==> src/rtl/fact_sched.sv <==
// Round-robin scheduler around one iterative factorial engine. A single multiplier
// steps one multiply per clock, and the truncated result leaves through a valid/ready port.
module fact_sched #(
  parameter int N_W = 10,
  parameter int R_W = 12
) (
  input  logic           clk,
  input  logic           rst_n,
  input  logic           req0_valid,
  input  logic [N_W-1:0] req0_num,
  output logic           req0_ready,
  input  logic           req1_valid,
  input  logic [N_W-1:0] req1_num,
  output logic           req1_ready,
  output logic           rsp_valid,
  input  logic           rsp_ready,
  output logic [R_W-1:0] rsp_result,
  output logic           rsp_ovf,
  output logic           rsp_id,
  output logic           busy
);

  localparam int P_W = R_W + N_W + 1;

  typedef enum logic [1:0] {IDLE, CALC, DONE} state_e;

  state_e         state_q, state_d;
  logic           last_q, last_d;
  logic [N_W-1:0] num_q, num_d;
  logic           id_q, id_d;
  logic [R_W-1:0] acc_q, acc_d;
  logic [N_W:0]   i_q, i_d;
  logic           ovf_q, ovf_d;
  logic           rsp_valid_q, rsp_valid_d;
  logic [R_W-1:0] rsp_result_q, rsp_result_d;
  logic           rsp_ovf_q, rsp_ovf_d;
  logic           rsp_id_q, rsp_id_d;

  logic           grant;
  logic           accept;
  logic           calc_end;
  logic           prod_zero;
  logic [P_W-1:0] prod;

  // Tie goes to the requester that was not served last.
  assign grant  = (req0_valid && req1_valid) ? ~last_q : req1_valid;
  assign accept = (req0_valid && req0_ready) || (req1_valid && req1_ready);

  assign prod      = {{(P_W-R_W){1'b0}}, acc_q} * {{(P_W-N_W-1){1'b0}}, i_q};
  assign calc_end  = (i_q > {1'b0, num_q});
  assign prod_zero = (prod[R_W-1:0] == '0);

  always_ff @(posedge clk or negedge rst_n) begin
    if (!rst_n) begin
      state_q <= IDLE;
    end else begin
      state_q <= state_d;
    end
  end

  always_comb begin
    state_d = state_q;
    unique case (state_q)
      IDLE: if (accept) state_d = CALC;
      CALC: if (calc_end || prod_zero) state_d = DONE;
      DONE: if (rsp_ready) state_d = IDLE;
      default: state_d = IDLE;
    endcase
  end

  always_comb begin
    req0_ready = (state_q == IDLE) && (grant == 1'b0);
    req1_ready = (state_q == IDLE) && (grant == 1'b1);
    busy       = (state_q != IDLE);
  end

  always_comb begin
    last_d       = last_q;
    num_d        = num_q;
    id_d         = id_q;
    acc_d        = acc_q;
    i_d          = i_q;
    ovf_d        = ovf_q;
    rsp_valid_d  = rsp_valid_q;
    rsp_result_d = rsp_result_q;
    rsp_ovf_d    = rsp_ovf_q;
    rsp_id_d     = rsp_id_q;
    unique case (state_q)
      IDLE: begin
        if (accept) begin
          num_d = grant ? req1_num : req0_num;
          id_d  = grant;
          acc_d = {{(R_W-1){1'b0}}, 1'b1};
          i_d   = (N_W+1)'(2);
          ovf_d = 1'b0;
        end
      end
      CALC: begin
        if (!calc_end) begin
          acc_d = prod[R_W-1:0];
          ovf_d = ovf_q | (prod[P_W-1:R_W] != '0);
          i_d   = i_q + (N_W+1)'(1);
        end
        // Snapshot into the response registers on the way into DONE.
        if (calc_end || prod_zero) begin
          rsp_valid_d  = 1'b1;
          rsp_result_d = acc_d;
          rsp_ovf_d    = ovf_d;
          rsp_id_d     = id_q;
        end
      end
      DONE: begin
        if (rsp_ready) begin
          rsp_valid_d = 1'b0;
          last_d      = id_q;
        end
      end
      default: ;
    endcase
  end

  always_ff @(posedge clk or negedge rst_n) begin
    if (!rst_n) begin
      last_q       <= 1'b1;
      num_q        <= '0;
      id_q         <= 1'b0;
      acc_q        <= {{(R_W-1){1'b0}}, 1'b1};
      i_q          <= (N_W+1)'(2);
      ovf_q        <= 1'b0;
      rsp_valid_q  <= 1'b0;
      rsp_result_q <= '0;
      rsp_ovf_q    <= 1'b0;
      rsp_id_q     <= 1'b0;
    end else begin
      last_q       <= last_d;
      num_q        <= num_d;
      id_q         <= id_d;
      acc_q        <= acc_d;
      i_q          <= i_d;
      ovf_q        <= ovf_d;
      rsp_valid_q  <= rsp_valid_d;
      rsp_result_q <= rsp_result_d;
      rsp_ovf_q    <= rsp_ovf_d;
      rsp_id_q     <= rsp_id_d;
    end
  end

  assign rsp_valid  = rsp_valid_q;
  assign rsp_result = rsp_result_q;
  assign rsp_ovf    = rsp_ovf_q;
  assign rsp_id     = rsp_id_q;

endmodule

==> config.mk <==
export PLATFORM = sky130hd
export DESIGN_NAME = fact_sched
export DESIGN_NICKNAME = d
export VERILOG_FILES = /design/src/rtl/fact_sched.sv
export SDC_FILE = /design/constraint.sdc
export NUM_CORES = 1
export LEC_CHECK = 0
export CAP_MARGIN = 20
export CORE_ASPECT_RATIO = 0.9
export CORE_MARGIN = 5
export CORE_UTILIZATION = 30
export DETAILED_ROUTE_END_ITERATION = 12
export GPL_TIMING_DRIVEN = 0
export PLACE_DENSITY = 0.57
export REMOVE_ABC_BUFFERS = 1
export SLEW_MARGIN = 20
export SYNTH_ARGS = -nofsm -noshare
export SYNTH_HDL_FRONTEND = slang
export SYNTH_SLANG_ARGS = --single-unit
==> constraint.sdc <==
create_clock -name clk -period 7.6 [get_ports clk]
set_input_delay 1.14 -clock clk [delete_from_list [all_inputs] [get_ports clk]]
set_output_delay 1.14 -clock clk [all_outputs]
set_load 0.03 [all_outputs]
After elaboration in Yosys (flattened, before gate mapping)
Index checks and enable logic that the tools add are counted.
Widths: inputs -> output; s select.
- word-level logic and storage cells: 61
- input port bits: 25
- bits in registers: 53
- output and inout bits: 18
- multiply operators: 1
- multiplexer cells: 18
- bitwise gates (word level): 3
- $add $sub $neg: 1
- order comparisons: 1
- reductions and logical operators: 20
- equality and inequality tests: 6
- operator list (operator ; count):
    $mux 12 ; 2
    $pmux 12 s2 ; 1
    $mul 12x11->23 ; 1
    $mux 11 ; 2
    $pmux 11 s2 ; 1
    $logic_not 12->1 ; 1
    $add 11x1->11 const B ; 1
    $gt 11x10->1 ; 1
    $reduce_bool 11->1 ; 1
    $mux 10 ; 1
    $reduce_and 3->1 ; 3
    $ne 2x2->1 const B ; 4
    $reduce_and 2->1 ; 4
    $mux 2 ; 3
    $pmux 2 s3 ; 1
    $reduce_bool 2->1 ; 3
    $logic_and 1x1->1 ; 5
    $mux 1 ; 5
    $pmux 1 s2 ; 2
    $eq 2x1->1 const B ; 1
    $eq 2x2->1 const B ; 1
    $logic_not 2->1 ; 1
    $logic_or 1x1->1 ; 2
    $not 1->1 ; 2
    $or 1x1->1 ; 1

Longest topological paths before layout
- word-level depth: 8
- gate-level depth with buffers: 23
- gate-level depth less buffers: 20

Least setup slack after synthesis
Ideal clock, no wire load.
- path kind: flip-flop to flip-flop
- from: register i_q[2]
- to: register rsp_ovf_q, in the netlist rsp_ovf
- data required time: 7.470 ns
- period minus slack after synthesis: 5.955 ns
- arrival: 5.825 ns
- cell stages (with the launch flop): 23
- slack: 1.645 ns
- setup time: 0.130 ns
- path buffers: 2
- cell sequence: dfrtp_1 -> clkbuf_1 -> clkbuf_1 -> nand2_1 -> fa_1 -> inv_1 -> fa_1 -> inv_1 -> fa_1 -> inv_1 -> fa_1 -> inv_1 -> fa_1 -> inv_1 -> ha_1 -> a21oi_2 -> o21a_1 -> a21boi_2 -> xnor2_1 -> or4_1 -> or4_1 -> nor4_2 -> o31ai_1
- longest elaborated chain between the ends: 4
- elaborated cells between the ends (all ways): 8
- those cells by class: mul (1); order compare (1); mux (1); bitwise (1); reduce/logical (4)
- RTL lines (what ; RTL line ; source):
    start, declared ; 32 ; logic [N_W:0] i_q, i_d;
    start signal, assigned ; 128 ; i_q <= (N_W+1)'(2);
    start signal, assigned ; 139 ; i_q <= i_d;
    $mul 12x11->23 ; 49 ; assign prod = {{(P_W-R_W){1'b0}}, acc_q} * {{(P_W-N_W-1){1'b0}}, i_q};
    $reduce_bool 11->1 / $logic_not 12->1 (equally long branches) ; 101, 51 ;
    $or 1x1->1 / $logic_or 1x1->1 (equally long branches) ; 101, 105 ;
    $mux 1 / $reduce_and 2->1 (equally long branches) ; n/a ;
    end signal, assigned ; 143 ; rsp_ovf_q <= rsp_ovf_d;
    end, declared ; 36 ; logic rsp_ovf_q, rsp_ovf_d;
Several ways; a longest one is shown, not always the timed one.
A chain may end at the register's enable or synchronous reset.

Final worst setup path
- from: register i_q[2]
- to: register rsp_result_q[4], in the netlist rsp_result[4]
- longest elaborated chain between the ends: 4
- elaborated cells between the ends (all ways): 6
- those cells by class: mul (1); order compare (1); mux (1); reduce/logical (3)
- RTL lines (what ; RTL line ; source):
    $mul 12x11->23 ; 49 ;
    $logic_not 12->1 ; 51 ; assign prod_zero = (prod[R_W-1:0] == '0);
    $logic_or 1x1->1 ; 105 ; if (calc_end || prod_zero) begin
    $reduce_and 2->1 (no line) ; n/a ;
    end signal, assigned ; 142 ; rsp_result_q <= rsp_result_d;
    end, declared ; 35 ; logic [R_W-1:0] rsp_result_q, rsp_result_d;
Several ways; a longest one is shown, not always the timed one.

==> results.sh <==
export IMPL_status="finished clean"
export IMPL_cts_buffer_depth=2
export IMPL_switching_share_pct=49.90
export IMPL_multi_input_area_sq_um=5290
export IMPL_cts_tree="built"
export IMPL_root_buffer="clkbuf_16"
export IMPL_timing_fmax_mhz=149.9
export IMPL_initialDrtViolationCount=456
export IMPL_n_fill_cell=2414
export IMPL_grt_pass1_wl_um=30200
export IMPL_p_per_area_nw_per_um2=272.0
export IMPL_antenna_found_initial=0
export IMPL_period_share_pct=87.79
export IMPL_yosys_area_top_type="fa_1"
export IMPL_drive_gt1_share_pct=4.237
export IMPL_startpoint_type="flop"
export IMPL_clkPwrFrac_pct=12.1
export IMPL_first_pass_iters=4
export IMPL_synth_seq_cells=53
export IMPL_syn_area_sq_um=7219
export IMPL_die_w_um=173.5
export IMPL_synth_cells=817
export IMPL_die_area_sq_um=27270
export IMPL_cp_max_fo=22
export IMPL_pin_count=43
export IMPL_crit_arrival_ps=6900
export IMPL_crit_type="reg -> reg"
export IMPL_required_ps=7830
export IMPL_synth_common_cells="inv_1 (116), nand2_1 (116), fa_1 (89)"
export IMPL_hold_viol=0
export IMPL_grt_pass1_vias=5834
export IMPL_num_rows=53
export IMPL_drt_antenna_violating_nets=0
export IMPL_rsz0062_at_grt="false"
export IMPL_drv_cap=0
export IMPL_dp_hpwl_um=13610
export IMPL_hold_class="reg -> reg"
export IMPL_internal_power_mw=1.096
export IMPL_met2_usage_pct=22.44
export IMPL_path_clk_slew_ps=70
export IMPL_grt_met1_usage_pct=19.13
export IMPL_synthArstFlopShare_pct=100.0
export IMPL_overflow=0
export IMPL_ys_types=57
export IMPL_p_comb_share_pct=59.6
export IMPL_port_buffers=42
export IMPL_cts_repair_resized=0
export IMPL_drc=0
export IMPL_synth_edff_count=0
export IMPL_p_seq_share_pct=28.3
export IMPL_dp_cells=1120
export IMPL_wl_per_cell_um=15.50
export IMPL_cts_inserted_buffers=5
export IMPL_relSlewSlack_pct=35.45
export IMPL_cts_setup_buffers=0
export IMPL_setup_viol=0
export IMPL_yosysSeqAreaShare_pct=18.42
export IMPL_use_met3_pct=1.753
export IMPL_syn_avg_cell_area_sq_um=8.837
export IMPL_clock_latency_ps=290
export IMPL_regArea_sq_um=1330
export IMPL_place_congestion=0.7989
export IMPL_top_usage_layer="met2"
export IMPL_setup_tns_ps=0
export IMPL_postCtsHoldBufs=0
export IMPL_wirelength_um=17480
export IMPL_num_vias=5579
export IMPL_via_per_inst=4.946
export IMPL_grt_max_degree=54
export IMPL_initial_core_util_pct=30.67
export IMPL_power_switching_mw=1.092
export IMPL_fin_skew_ps=6.392
export IMPL_die_y_um=157.2
export IMPL_diodes=0
export IMPL_nets=1011
export IMPL_ir_worst_vdd_mv=0.1585
export IMPL_cts_sinks=53
export IMPL_synth_top_area_share_pct=24.68
export IMPL_syn_to_final_growth_pct=11.40
export IMPL_stdcell_count=1128
export IMPL_grt_usage_pct=13.52
export IMPL_ys_warn_count=0
export IMPL_final_min_clock_period_ps=6672
export IMPL_ys_flop_type="dfrtp_1"
export IMPL_max_slew_worst_pin_slew_ps=967.6
export IMPL_synthTopCellsByArea="fa_1 (25%), dfrtp_1 (17%), ha_1 (12%)"
export IMPL_slew_violations=0
export IMPL_p_leak_nw=3.768
export IMPL_end_kind="flop"
export IMPL_core_sq_um=23540
export IMPL_cts_htree_levels=2
==> worst paths after layout <==
check,start,to,slack (ps),cells past startpoint
worst max register to register,i_q[2],rsp_result[4],930,20
worst min-delay path,num_q[5],num_q[5],480,2
min in group asynchronous,rst_n,id_q,880,1
worst max-delay path,i_q[2],rsp_result[4],930,20
max in group asynchronous,rst_n,acc_q[1],6260,1
worst min register to register,num_q[5],num_q[5],480,2
==> kinds of logic after synthesis <==
kind of cell | share of synthesized area (%)
AOI/OAI and AO/OA | 13.19
xor gates and xnor gates | 1.820
adders and majority gates | 37.16
buffers and inverters | 8.406
DFF | 18.42
muxes | 2.825
and+or+nand+nor | 18.18
==> per-layer routing <==
metal  up-vias  share of wire (%)  wire [um]
li1       2671                  -          -
met1      2780                 48       8379
met2       111                 46       8088
met3        17                4.2        740
met4         0                1.6        274
met5         -                  0          0
==> power by group through the flow <==
stage	Sequential, mW	Clock (mW)	Combinational (mW)
after floorplan	0.577	0	0.889
after global placement	0.623	0	1.29
after detailed placement	0.623	0	1.31
after CTS	0.619	0.269	1.32
after global routing	0.645	0.283	1.48
final	0.619	0.265	1.30
==> per-stage QoR <==
stage          hold slack (ps)  utilization, %  power, mW  instance area [sq um]  setup WS, ps
5_1_grt                  512.2           34.16      2.411                   8043         555.6
2_1_floorplan            449.8               -      1.466                   7048          1870
6_report                 484.3           34.16      2.188                   8043         928.3
3_5_place_dp             474.1           33.43      1.930                   7870         959.4
3_3_place_gp             468.0           33.33      1.913                   7846         973.3
4_1_cts                  489.7           34.16      2.207                   8043         949.4
==> critical path: stages, from the launching register on <==
cell and delay, ps:
dfrtp_1 820, nand2_1 170, fa_1 560, inv_1 50
fa_1 490, inv_1 50, fa_1 530, inv_1 50
fa_1 470, inv_1 50, fa_1 470, inv_1 40
ha_1 360, a21oi_2 280, o211ai_1 190, a21o_1 250
a221o_1 390, a2111oi_4 510, o21bai_2 400, a211oi_2 330
a21o_1 110
==> state kept, by name (all words and copies together) (netlist names) <==
name	flops
acc_q	12
i_q	11
id_q	1
last_q	1
num_q	10
ovf_q	1
rsp_id	1
rsp_ovf	1
rsp_result	12
rsp_valid	1
state_q	2
==> final cells by class <==
| class | instances | area share [%] |
|---|---|---|
| clock buffer | 7 | 1.773 |
| timing repair buffer | 44 | 5.429 |
| sequential | 53 | 16.54 |
| inverter | 116 | 5.414 |
| tap | 302 | 4.698 |
| multi-input combinational | 605 | 65.77 |
| clock inverter | 1 | 0.3734 |
==> layout by cell type (no fill, tap or decap), drive strengths merged, types with 14 or more instances in the layout <==
cell type / netlist / routed
a21oi: 28 / 28
o21ai: 47 / 47
a21o: 14 / 14
clkdlybuf4s50: 0 / 41
ha: 72 / 72
fa: 89 / 89
nand2: 116 / 116
inv: 116 / 116
nor2: 30 / 30
mux2i: 17 / 17
dfrtp: 50 / 50
and2: 60 / 60
Power figures use the tool's default switching activity.
